$ cat src/rtl/fetch_pkg.sv
// Shared types and constants for the instruction fetch buffer and its entry FIFO.
package fetch_pkg;

  localparam int DEPTH_DEFAULT = 2;
  localparam logic [31:0] NOP_INSTR = 32'h0000_0013;

  typedef struct packed {
    logic [31:0] pc;
    logic [31:0] instr;
    logic        fault;
  } fetch_entry_t;

  function automatic fetch_entry_t make_entry(
    input logic [31:0] pc_i,
    input logic [31:0] instr_i,
    input logic        fault_i
  );
    fetch_entry_t e;
    e.pc    = pc_i;
    e.instr = instr_i;
    e.fault = fault_i;
    return e;
  endfunction

endpackage

$ cat src/rtl/fetch_fifo.sv
// Generic DEPTH-entry FIFO of fetch_entry_t with synchronous clear.
// DEPTH must be a power of two so the pointers wrap naturally.
module fetch_fifo
  import fetch_pkg::*;
#(
  parameter int DEPTH = DEPTH_DEFAULT,
  parameter int CNT_W = $clog2(DEPTH + 1)
) (
  input  logic             clk,
  input  logic             reset,
  input  logic             clear,
  input  logic             push,
  input  fetch_entry_t     push_data,
  input  logic             pop,
  output fetch_entry_t     pop_data,
  output logic             full,
  output logic             empty,
  output logic [CNT_W-1:0] count
);

  localparam int PTR_W = $clog2(DEPTH);
  localparam logic [CNT_W-1:0] CNT_ZERO = {CNT_W{1'b0}};
  localparam logic [CNT_W-1:0] CNT_ONE  = CNT_W'(1);
  localparam logic [CNT_W-1:0] CNT_FULL = CNT_W'(DEPTH);
  localparam logic [PTR_W-1:0] PTR_ZERO = {PTR_W{1'b0}};
  localparam logic [PTR_W-1:0] PTR_ONE  = PTR_W'(1);

  fetch_entry_t     mem_q [DEPTH];
  fetch_entry_t     mem_d [DEPTH];
  logic [PTR_W-1:0] wr_ptr_q, wr_ptr_d;
  logic [PTR_W-1:0] rd_ptr_q, rd_ptr_d;
  logic [CNT_W-1:0] count_q, count_d;
  logic             do_push_s;
  logic             do_pop_s;

  assign empty    = (count_q == CNT_ZERO);
  assign full     = (count_q == CNT_FULL);
  assign count    = count_q;
  assign pop_data = mem_q[rd_ptr_q];
  assign do_pop_s = pop && !empty;
  // A push into a full FIFO is only taken when the head leaves in the same cycle.
  assign do_push_s = push && (!full || do_pop_s);

  always_comb begin
    mem_d    = mem_q;
    wr_ptr_d = wr_ptr_q;
    rd_ptr_d = rd_ptr_q;
    count_d  = count_q;
    if (clear) begin
      wr_ptr_d = PTR_ZERO;
      rd_ptr_d = PTR_ZERO;
      count_d  = CNT_ZERO;
    end else begin
      if (do_push_s) begin
        mem_d[wr_ptr_q] = push_data;
        wr_ptr_d        = wr_ptr_q + PTR_ONE;
      end else begin
        wr_ptr_d = wr_ptr_q;
      end
      if (do_pop_s) begin
        rd_ptr_d = rd_ptr_q + PTR_ONE;
      end else begin
        rd_ptr_d = rd_ptr_q;
      end
      case ({do_push_s, do_pop_s})
        2'b10:   count_d = count_q + CNT_ONE;
        2'b01:   count_d = count_q - CNT_ONE;
        default: count_d = count_q;
      endcase
    end
  end

  always_ff @(posedge clk or posedge reset) begin
    if (reset) begin
      wr_ptr_q <= PTR_ZERO;
      rd_ptr_q <= PTR_ZERO;
      count_q  <= CNT_ZERO;
      for (int i = 0; i < DEPTH; i++) begin
        mem_q[i] <= make_entry(32'h0000_0000, NOP_INSTR, 1'b0);
      end
    end else begin
      wr_ptr_q <= wr_ptr_d;
      rd_ptr_q <= rd_ptr_d;
      count_q  <= count_d;
      mem_q    <= mem_d;
    end
  end

endmodule

$ cat src/rtl/fetch_buffer.sv
// Fetch buffer: issues instruction-memory requests for pc and queues in-order responses for decode.
// Define FETCH_MISALIGN_CHECK_EN to turn misaligned pcs into fault entries instead of memory requests.
module fetch_buffer
  import fetch_pkg::*;
#(
  parameter int DEPTH = DEPTH_DEFAULT
) (
  input  logic        clk,
  input  logic        reset,
  input  logic [31:0] pc,
  output logic        pc_advance,
  input  logic        flush,
  output logic        imem_req,
  output logic [31:0] imem_addr,
  input  logic        imem_gnt,
  input  logic        imem_rvalid,
  input  logic [31:0] imem_rdata,
  output logic        instr_valid,
  output logic [31:0] instr,
  output logic [31:0] instr_pc,
  input  logic        instr_ready,
  output logic        instr_fault
);

  localparam int CW = $clog2(DEPTH + 1);
  localparam int PW = $clog2(DEPTH);
  localparam logic [CW-1:0] CNT_ZERO = {CW{1'b0}};
  localparam logic [CW-1:0] CNT_ONE  = CW'(1);
  localparam logic [CW:0]   DEPTH_W  = (CW + 1)'(DEPTH);
  localparam logic [PW-1:0] PTR_ZERO = {PW{1'b0}};
  localparam logic [PW-1:0] PTR_ONE  = PW'(1);

  logic [CW-1:0] outstanding_q, outstanding_d;
  logic [CW-1:0] discard_q, discard_d;
  logic [PW-1:0] aq_wr_q, aq_wr_d;
  logic [PW-1:0] aq_rd_q, aq_rd_d;
  logic [31:0]   aq_mem_q [DEPTH];
  logic [31:0]   aq_mem_d [DEPTH];
  logic          active_q, active_d;

  logic          slot_free_s;
  logic          issue_s;
  logic          rsp_s;
  logic          rsp_keep_s;
  logic          fault_push_s;
  logic          push_s;
  logic          pop_s;
  fetch_entry_t  push_data_s;
  fetch_entry_t  head_s;
  logic          fifo_full_s;
  logic          fifo_empty_s;
  logic [CW-1:0] occupancy_s;

  // Each in-flight request has a buffer slot reserved, so a response can always be written.
  assign slot_free_s = ({1'b0, outstanding_q} + {1'b0, occupancy_s}) < DEPTH_W;
  assign imem_addr   = pc;
  assign issue_s     = imem_req && imem_gnt;
  assign pc_advance  = issue_s || fault_push_s;
  assign rsp_s       = imem_rvalid && (outstanding_q != CNT_ZERO);
  assign rsp_keep_s  = rsp_s && !flush && (discard_q == CNT_ZERO) && (!fifo_full_s || pop_s);
  assign pop_s       = instr_valid && instr_ready;
  assign push_s      = rsp_keep_s || fault_push_s;
  assign push_data_s = fault_push_s ? make_entry(pc, NOP_INSTR, 1'b1)
                                    : make_entry(aq_mem_q[aq_rd_q], imem_rdata, 1'b0);

`ifdef FETCH_MISALIGN_CHECK_EN
  logic misalign_s;
  logic stall_q, stall_d;

  assign misalign_s   = (pc[1:0] != 2'b00);
  // Faults wait for older responses to drain so the buffer stays in program order.
  assign fault_push_s = active_q && !flush && misalign_s && !stall_q && slot_free_s
                        && (outstanding_q == CNT_ZERO);
  assign imem_req     = active_q && !flush && !misalign_s && !stall_q && slot_free_s;

  always_comb begin
    stall_d = stall_q;
    if (flush) begin
      stall_d = 1'b0;
    end else if (fault_push_s) begin
      stall_d = 1'b1;
    end else begin
      stall_d = stall_q;
    end
  end

  always_ff @(posedge clk or posedge reset) begin
    if (reset) begin
      stall_q <= 1'b0;
    end else begin
      stall_q <= stall_d;
    end
  end
`else
  assign fault_push_s = 1'b0;
  assign imem_req     = active_q && !flush && slot_free_s;
`endif

  fetch_fifo #(
    .DEPTH (DEPTH),
    .CNT_W (CW)
  ) u_fifo (
    .clk       (clk),
    .reset     (reset),
    .clear     (flush),
    .push      (push_s),
    .push_data (push_data_s),
    .pop       (pop_s),
    .pop_data  (head_s),
    .full      (fifo_full_s),
    .empty     (fifo_empty_s),
    .count     (occupancy_s)
  );

  assign instr_valid = !fifo_empty_s;
  assign instr       = instr_valid ? head_s.instr : NOP_INSTR;
  assign instr_pc    = instr_valid ? head_s.pc : 32'h0000_0000;
  // The fault bit is only ever set by the misaligned-pc path, so this is 0 in the default build.
  assign instr_fault = instr_valid && head_s.fault;

  always_comb begin
    outstanding_d = outstanding_q;
    discard_d     = discard_q;
    aq_wr_d       = aq_wr_q;
    aq_rd_d       = aq_rd_q;
    aq_mem_d      = aq_mem_q;
    active_d      = 1'b1;

    case ({issue_s, rsp_s})
      2'b10:   outstanding_d = outstanding_q + CNT_ONE;
      2'b01:   outstanding_d = outstanding_q - CNT_ONE;
      default: outstanding_d = outstanding_q;
    endcase

    // Responses still in flight at a flush belong to the old path and must be dropped.
    if (flush) begin
      discard_d = outstanding_q - (rsp_s ? CNT_ONE : CNT_ZERO);
    end else if (rsp_s && (discard_q != CNT_ZERO)) begin
      discard_d = discard_q - CNT_ONE;
    end else begin
      discard_d = discard_q;
    end

    if (issue_s) begin
      aq_mem_d[aq_wr_q] = pc;
      aq_wr_d           = aq_wr_q + PTR_ONE;
    end else begin
      aq_wr_d = aq_wr_q;
    end

    if (rsp_s) begin
      aq_rd_d = aq_rd_q + PTR_ONE;
    end else begin
      aq_rd_d = aq_rd_q;
    end
  end

  always_ff @(posedge clk or posedge reset) begin
    if (reset) begin
      outstanding_q <= CNT_ZERO;
      discard_q     <= CNT_ZERO;
      aq_wr_q       <= PTR_ZERO;
      aq_rd_q       <= PTR_ZERO;
      active_q      <= 1'b0;
      for (int i = 0; i < DEPTH; i++) begin
        aq_mem_q[i] <= 32'h0000_0000;
      end
    end else begin
      outstanding_q <= outstanding_d;
      discard_q     <= discard_d;
      aq_wr_q       <= aq_wr_d;
      aq_rd_q       <= aq_rd_d;
      active_q      <= active_d;
      aq_mem_q      <= aq_mem_d;
    end
  end

endmodule

$ cat config.mk
export PLATFORM = sky130hd
export DESIGN_NAME = fetch_buffer
export DESIGN_NICKNAME = d
export VERILOG_FILES = /design/src/rtl/fetch_pkg.sv /design/src/rtl/fetch_fifo.sv /design/src/rtl/fetch_buffer.sv
export SDC_FILE = /design/constraint.sdc
export NUM_CORES = 1
export LEC_CHECK = 0
export CAP_MARGIN = 40
export CORE_MARGIN = 4
export CORE_UTILIZATION = 57
export DETAILED_ROUTE_END_ITERATION = 6
export GPL_TIMING_DRIVEN = 0
export HOLD_SLACK_MARGIN = 0.08
export PLACE_DENSITY = 0.95
export SETUP_SLACK_MARGIN = 0.05
export SLEW_MARGIN = 25
export SYNTH_ARGS = -nofsm -noshare
export SYNTH_HDL_FRONTEND = slang
export SYNTH_SLANG_ARGS = --single-unit
$ cat constraint.sdc
create_clock -name clk -period 15.5 [get_ports clk]
set_clock_uncertainty 0.15 [all_clocks]
set_input_delay 4.65 -clock clk [delete_from_list [all_inputs] [get_ports clk]]
set_output_delay 4.65 -clock clk [all_outputs]
set_load 0.01 [all_outputs]
# Yosys cells after proc, flatten, opt, wreduce, memory -nomap -nowiden
# Cells that the tools add are included.
# totals
ff_bits	205
in_bits	70
output_inout_bits	100
# op_classes
add_sub_neg	11
order_cmp	7
n_eq_ne	5
muxes	24
bitwise	5
n_reduce_logical	29
# op_table
cell	count
$mux W65	4
$mux W32	6
$bwmux W130	1
$demux W65 S1	1
$bwmux W64	1
$demux W32 S1	1
$logic_and A1 B1 Y1	14
$reduce_bool A2 Y1	6
$ge A2 B2 Y1 const B	4
$not A1 Y2	4
$pmux W2 S2	2
$eq A2 B2 Y1 const B	3
$mux W2	3
$sub A2 B1 Y2 const B	3
$mux W1	5
$add A1 B1 Y1 const B	4
$add A2 B1 Y2 const B	2
$eq A2 B1 Y1 const B	2
$logic_not A2 Y1	2
$lt A2 B1 Y1 const B	2
$add A2 B2 Y3	1
$logic_not A1 Y1	3
$lt A3 B2 Y1 const B	1
$reduce_bool A3 Y1	1
4 further kinds	5

# Longest topological paths before layout
# logic_depth
ltp_word	9
ltp_mapped	8
ltp_nobuf	8

# Cells and area by module
# A second synthesis with hierarchy kept.
# hier_totals
cells_unflattened	692
hier_area_um2	9853.2
# modules_own_cells
module	n_inst	cells_per_inst	area_per_inst_um2
fetch_fifo	1	372	5964.5
fetch_buffer	1	320	3888.7

# Least setup slack after synthesis
# No wires, ideal clock.
# synth_path
path_kind	input -> output
start	input port flush
end	output port pc_advance
arrival_ns	5.507
required_time_ns	10.700
path_slack_ns	5.193
path_stages	4
n_path_buf	1
cell_sequence	buf_6 nor4b_4 nand2_1 inv_1
# synth_via
elab_chain_cells	4
# synth_lines
element	line_no	source
start: declaration	fetch_buffer.sv:12	input logic flush,
$logic_not A1 Y1	fetch_buffer.sv:96	assign imem_req = active_q && !flush && slot_free_s;
$logic_and A1 B1 Y1 (2 in a row)	fetch_buffer.sv:96	
net imem_req	fetch_buffer.sv:13	output logic imem_req,
$logic_and A1 B1 Y1	fetch_buffer.sv:57	assign issue_s = imem_req && imem_gnt;
end: declaration	fetch_buffer.sv:11	output logic pc_advance,
# The timed path passes the listed nets, and every way through them passes these cells.

# Final worst setup path
# layout_path
start	input port imem_gnt
end	output port pc_advance
# layout_via
elab_chain_cells	1
# layout_lines
element	line_no	source
start: declaration	fetch_buffer.sv:15	input logic imem_gnt,
$logic_and A1 B1 Y1	fetch_buffer.sv:57	
# Every way passes these cells.

==> impl_metrics.tcl <==
set metrics [dict create \
    r2r_start "u_fifo.count[0]" \
    final_cell_mix "dfrtp_1 (197), clkdlybuf4s50_1 (167), mux2_2 (145)" \
    worst-path-max-fanout 3 \
    start_kind "input pin" \
    clockBufferDepth 3 \
    vdd_drop_max_mv 0.121 \
    hold-path-cell-count 1 \
    setup_viol 0 \
    cts_tree "yes" \
    syn_nets 755 \
    p_leak_nw 5.51 \
    die_area_um2 18900 \
    synth_seq_area_share_pct 53.2 \
    critical_path.top_delay_family "buffers and inverters" \
    crit_buf_inv 3 \
    clkTransAtPathRegs_ps 60 \
    rows 47 \
    routabilityCongestion 0.761 \
    syn_to_final_growth_pct 29.0 \
    reg2reg_slack_ps 12800 \
    cts_sinks 203 \
    cts-root-buf "clkbuf_16" \
    critPathKind "input pin to output pin" \
    vias 5954 \
    drive_gt1_share_pct 31.9 \
    cts_setup_buffers 0 \
    endpoint_kind "output pin" \
    worst_pin_slew_ps 777 \
    p_per_area_nw_per_um2 166 \
    async_flop_share_pct 100 \
    synth-seq-cells 203 \
    synthCells 681 \
    fmax_mhz 92.2 \
    yosysWarnings 0 \
    r2r_cells 7 \
    routed_wl_mm 20.4 \
    drc 0 \
    crit-reg2reg-capture "outstanding_q[1]" \
    dp_hpwl_mm 13.9 \
    cp_cell_sequence "clkdlybuf4s50_1 > nand2_1 > inv_1 > clkdlybuf4s50_1" \
    hold_violations 0 \
    track_usage_pct 21.8 \
    maxCapViolations 0 \
    drt_first_pass_iters 4 \
    fin_setup_tns_ps 0 \
    drv_slew 0 \
    holdPathEnd "u_fifo.mem_q[98]" \
    cts_resized 0 \
    status "complete, no violations" \
    ios 170 \
    die_y_um 138 \
    min_period_ps 10850 \
    cts_buffers 22 \
    rsz0062_at_grt "no" \
    grt_pass1_wl_mm 32.9 \
    cp_slowest_stage_delay_ps 590 \
    coreArea_um2 16500 \
    final_common_cell "dfrtp_1" \
    ant_nets 0 \
    drt_iter0_markers 203 \
    netlist_area_um2 9560 \
    start_util_pct 57.9 \
    slew_headroom_pct 48.2 \
    antenna_found_initial 0 \
    cp_common_cell "clkdlybuf4s50_1" \
    grt_max_degree 90 \
    grt_pass1_vias 6387 \
    slowest_stage "clkdlybuf4s50_1" \
    wl_per_cell_um 18.4 \
    synth_area_per_cell_um2 14.0 \
    fin_crit_sh_pct 70.0 \
    clock_latency_ps 490 \
    chipWidth_um 138 \
    antennaDiodeCount 0 \
    nets 949 \
    cts.htree.levels 1 \
    cp_data_arrival_time_ps 6050 \
    cts_hold_buf 0 \
    grt_overflow 0 \
    portBuffers 167 \
    hold_class "flop to flop" \
    synth_edf_count 0 \
    avgViaCountPerCell 5.36 \
    required_ps 10700 \
    hold_slack_ps 332 \
    ys.flop_type "dfrtp_1" \
    hp-start "u_fifo.mem_q[98]" \
    ys_types 37 \
]
[metrics by stage]
stage / cells / worst slack, ps / util (%) / area, um2 / power, mW
6_report: 1111 / 4650 / 74.6 / 12300 / 2.05
5_1_grt: 1111 / 4580 / 74.6 / 12300 / 2.17
4_1_cts: 1111 / 4620 / 74.6 / 12300 / 2.07
3_5_place_dp: 1071 / 4630 / 70.1 / 11600 / 1.52
3_3_place_gp: 1068 / 2640 / 69.7 / 11500 / 1.47
2_1_floorplan: 681 / 5170 / - / 9560 / 1.33
[layout make-up]
cell class,instances,area (um2)
Tap cell,220,275
Inverter,8,37.5
Clock buffer,33,663
Timing Repair Buffer,170,1730
Multi-Input combinational cell,399,3910
Fill cell,1052,4190
Buffer,71,541
Sequential cell,203,5090
Clock inverter,7,88.8
[worst max path at each step]
| stage | from | endpoint | slack (ps) | cells after the start |
|---|---|---|---|---|
| 2_1_floorplan | reset | active_q | 5170 | 1 |
| 3_3_place_gp | reset | aq_mem_q[6] | 2640 | 2 |
| 3_5_place_dp | flush | pc_advance | 4630 | 5 |
| 4_1_cts | imem_gnt | pc_advance | 4620 | 4 |
| 5_1_grt | flush | pc_advance | 4580 | 5 |
| 6_report | imem_gnt | pc_advance | 4650 | 4 |
[report_power, final]
group          switching [mW]  internal, mW  total [mW]
combinational           0.240         0.372       0.613
sequential              0.125         0.773       0.899
clock                   0.208         0.329       0.538
[kinds of logic after synthesis]
logic type / synth area share (%)
adder cells (fa/ha/maj): 0.602
multiplexers: 34.2
XOR/XNOR: 0.641
flip-flops: 53.2
AND/OR/NAND/NOR: 4.54
buffers and inverters: 5.97
AO/OA/AOI/OAI: 0.733
other: 0.0785
[synth_stat cells, types with 3 or more instances]
master / n / area share (%)
xnor2_1: 4 / 0.37
buf_4: 35 / 2.7
dfstp_2: 6 / 1.6
mux2_1: 49 / 5.8
inv_1: 8 / 0.31
mux2i_1: 64 / 6.7
clkbuf_1: 12 / 0.47
nor2b_1: 3 / 0.20
nand2b_1: 3 / 0.20
buf_2: 6 / 0.31
xor2_1: 3 / 0.27
ha_1: 3 / 0.39
buf_6: 18 / 2.1
nor2_1: 65 / 2.6
mux2_2: 145 / 17
nand2_1: 6 / 0.24
dfrtp_1: 197 / 52
mux2_4: 30 / 4.7
[routing by layer]
layer | global-route usage (%) | up-vias | share of wire, %
li1 | - | 2741 | -
met2 | 38.2 | 132 | 51
met3 | 3.29 | 29 | 4.1
met4 | 4.66 | 0 | 2.0
met5 | 0 | - | 0
met1 | 29.0 | 3052 | 43
[registers in the layout (all words and copies together) (netlist names)]
name / cells
u_fifo.rd_ptr_q: 1
discard_q: 2
aq_rd_q: 1
u_fifo.count: 2
u_fifo.wr_ptr_q: 1
aq_mem_q: 64
u_fifo.mem_q: 128
active_q: 1
aq_wr_q: 1
outstanding_q: 2
Note: power is estimated with default switching activity, not from simulation.
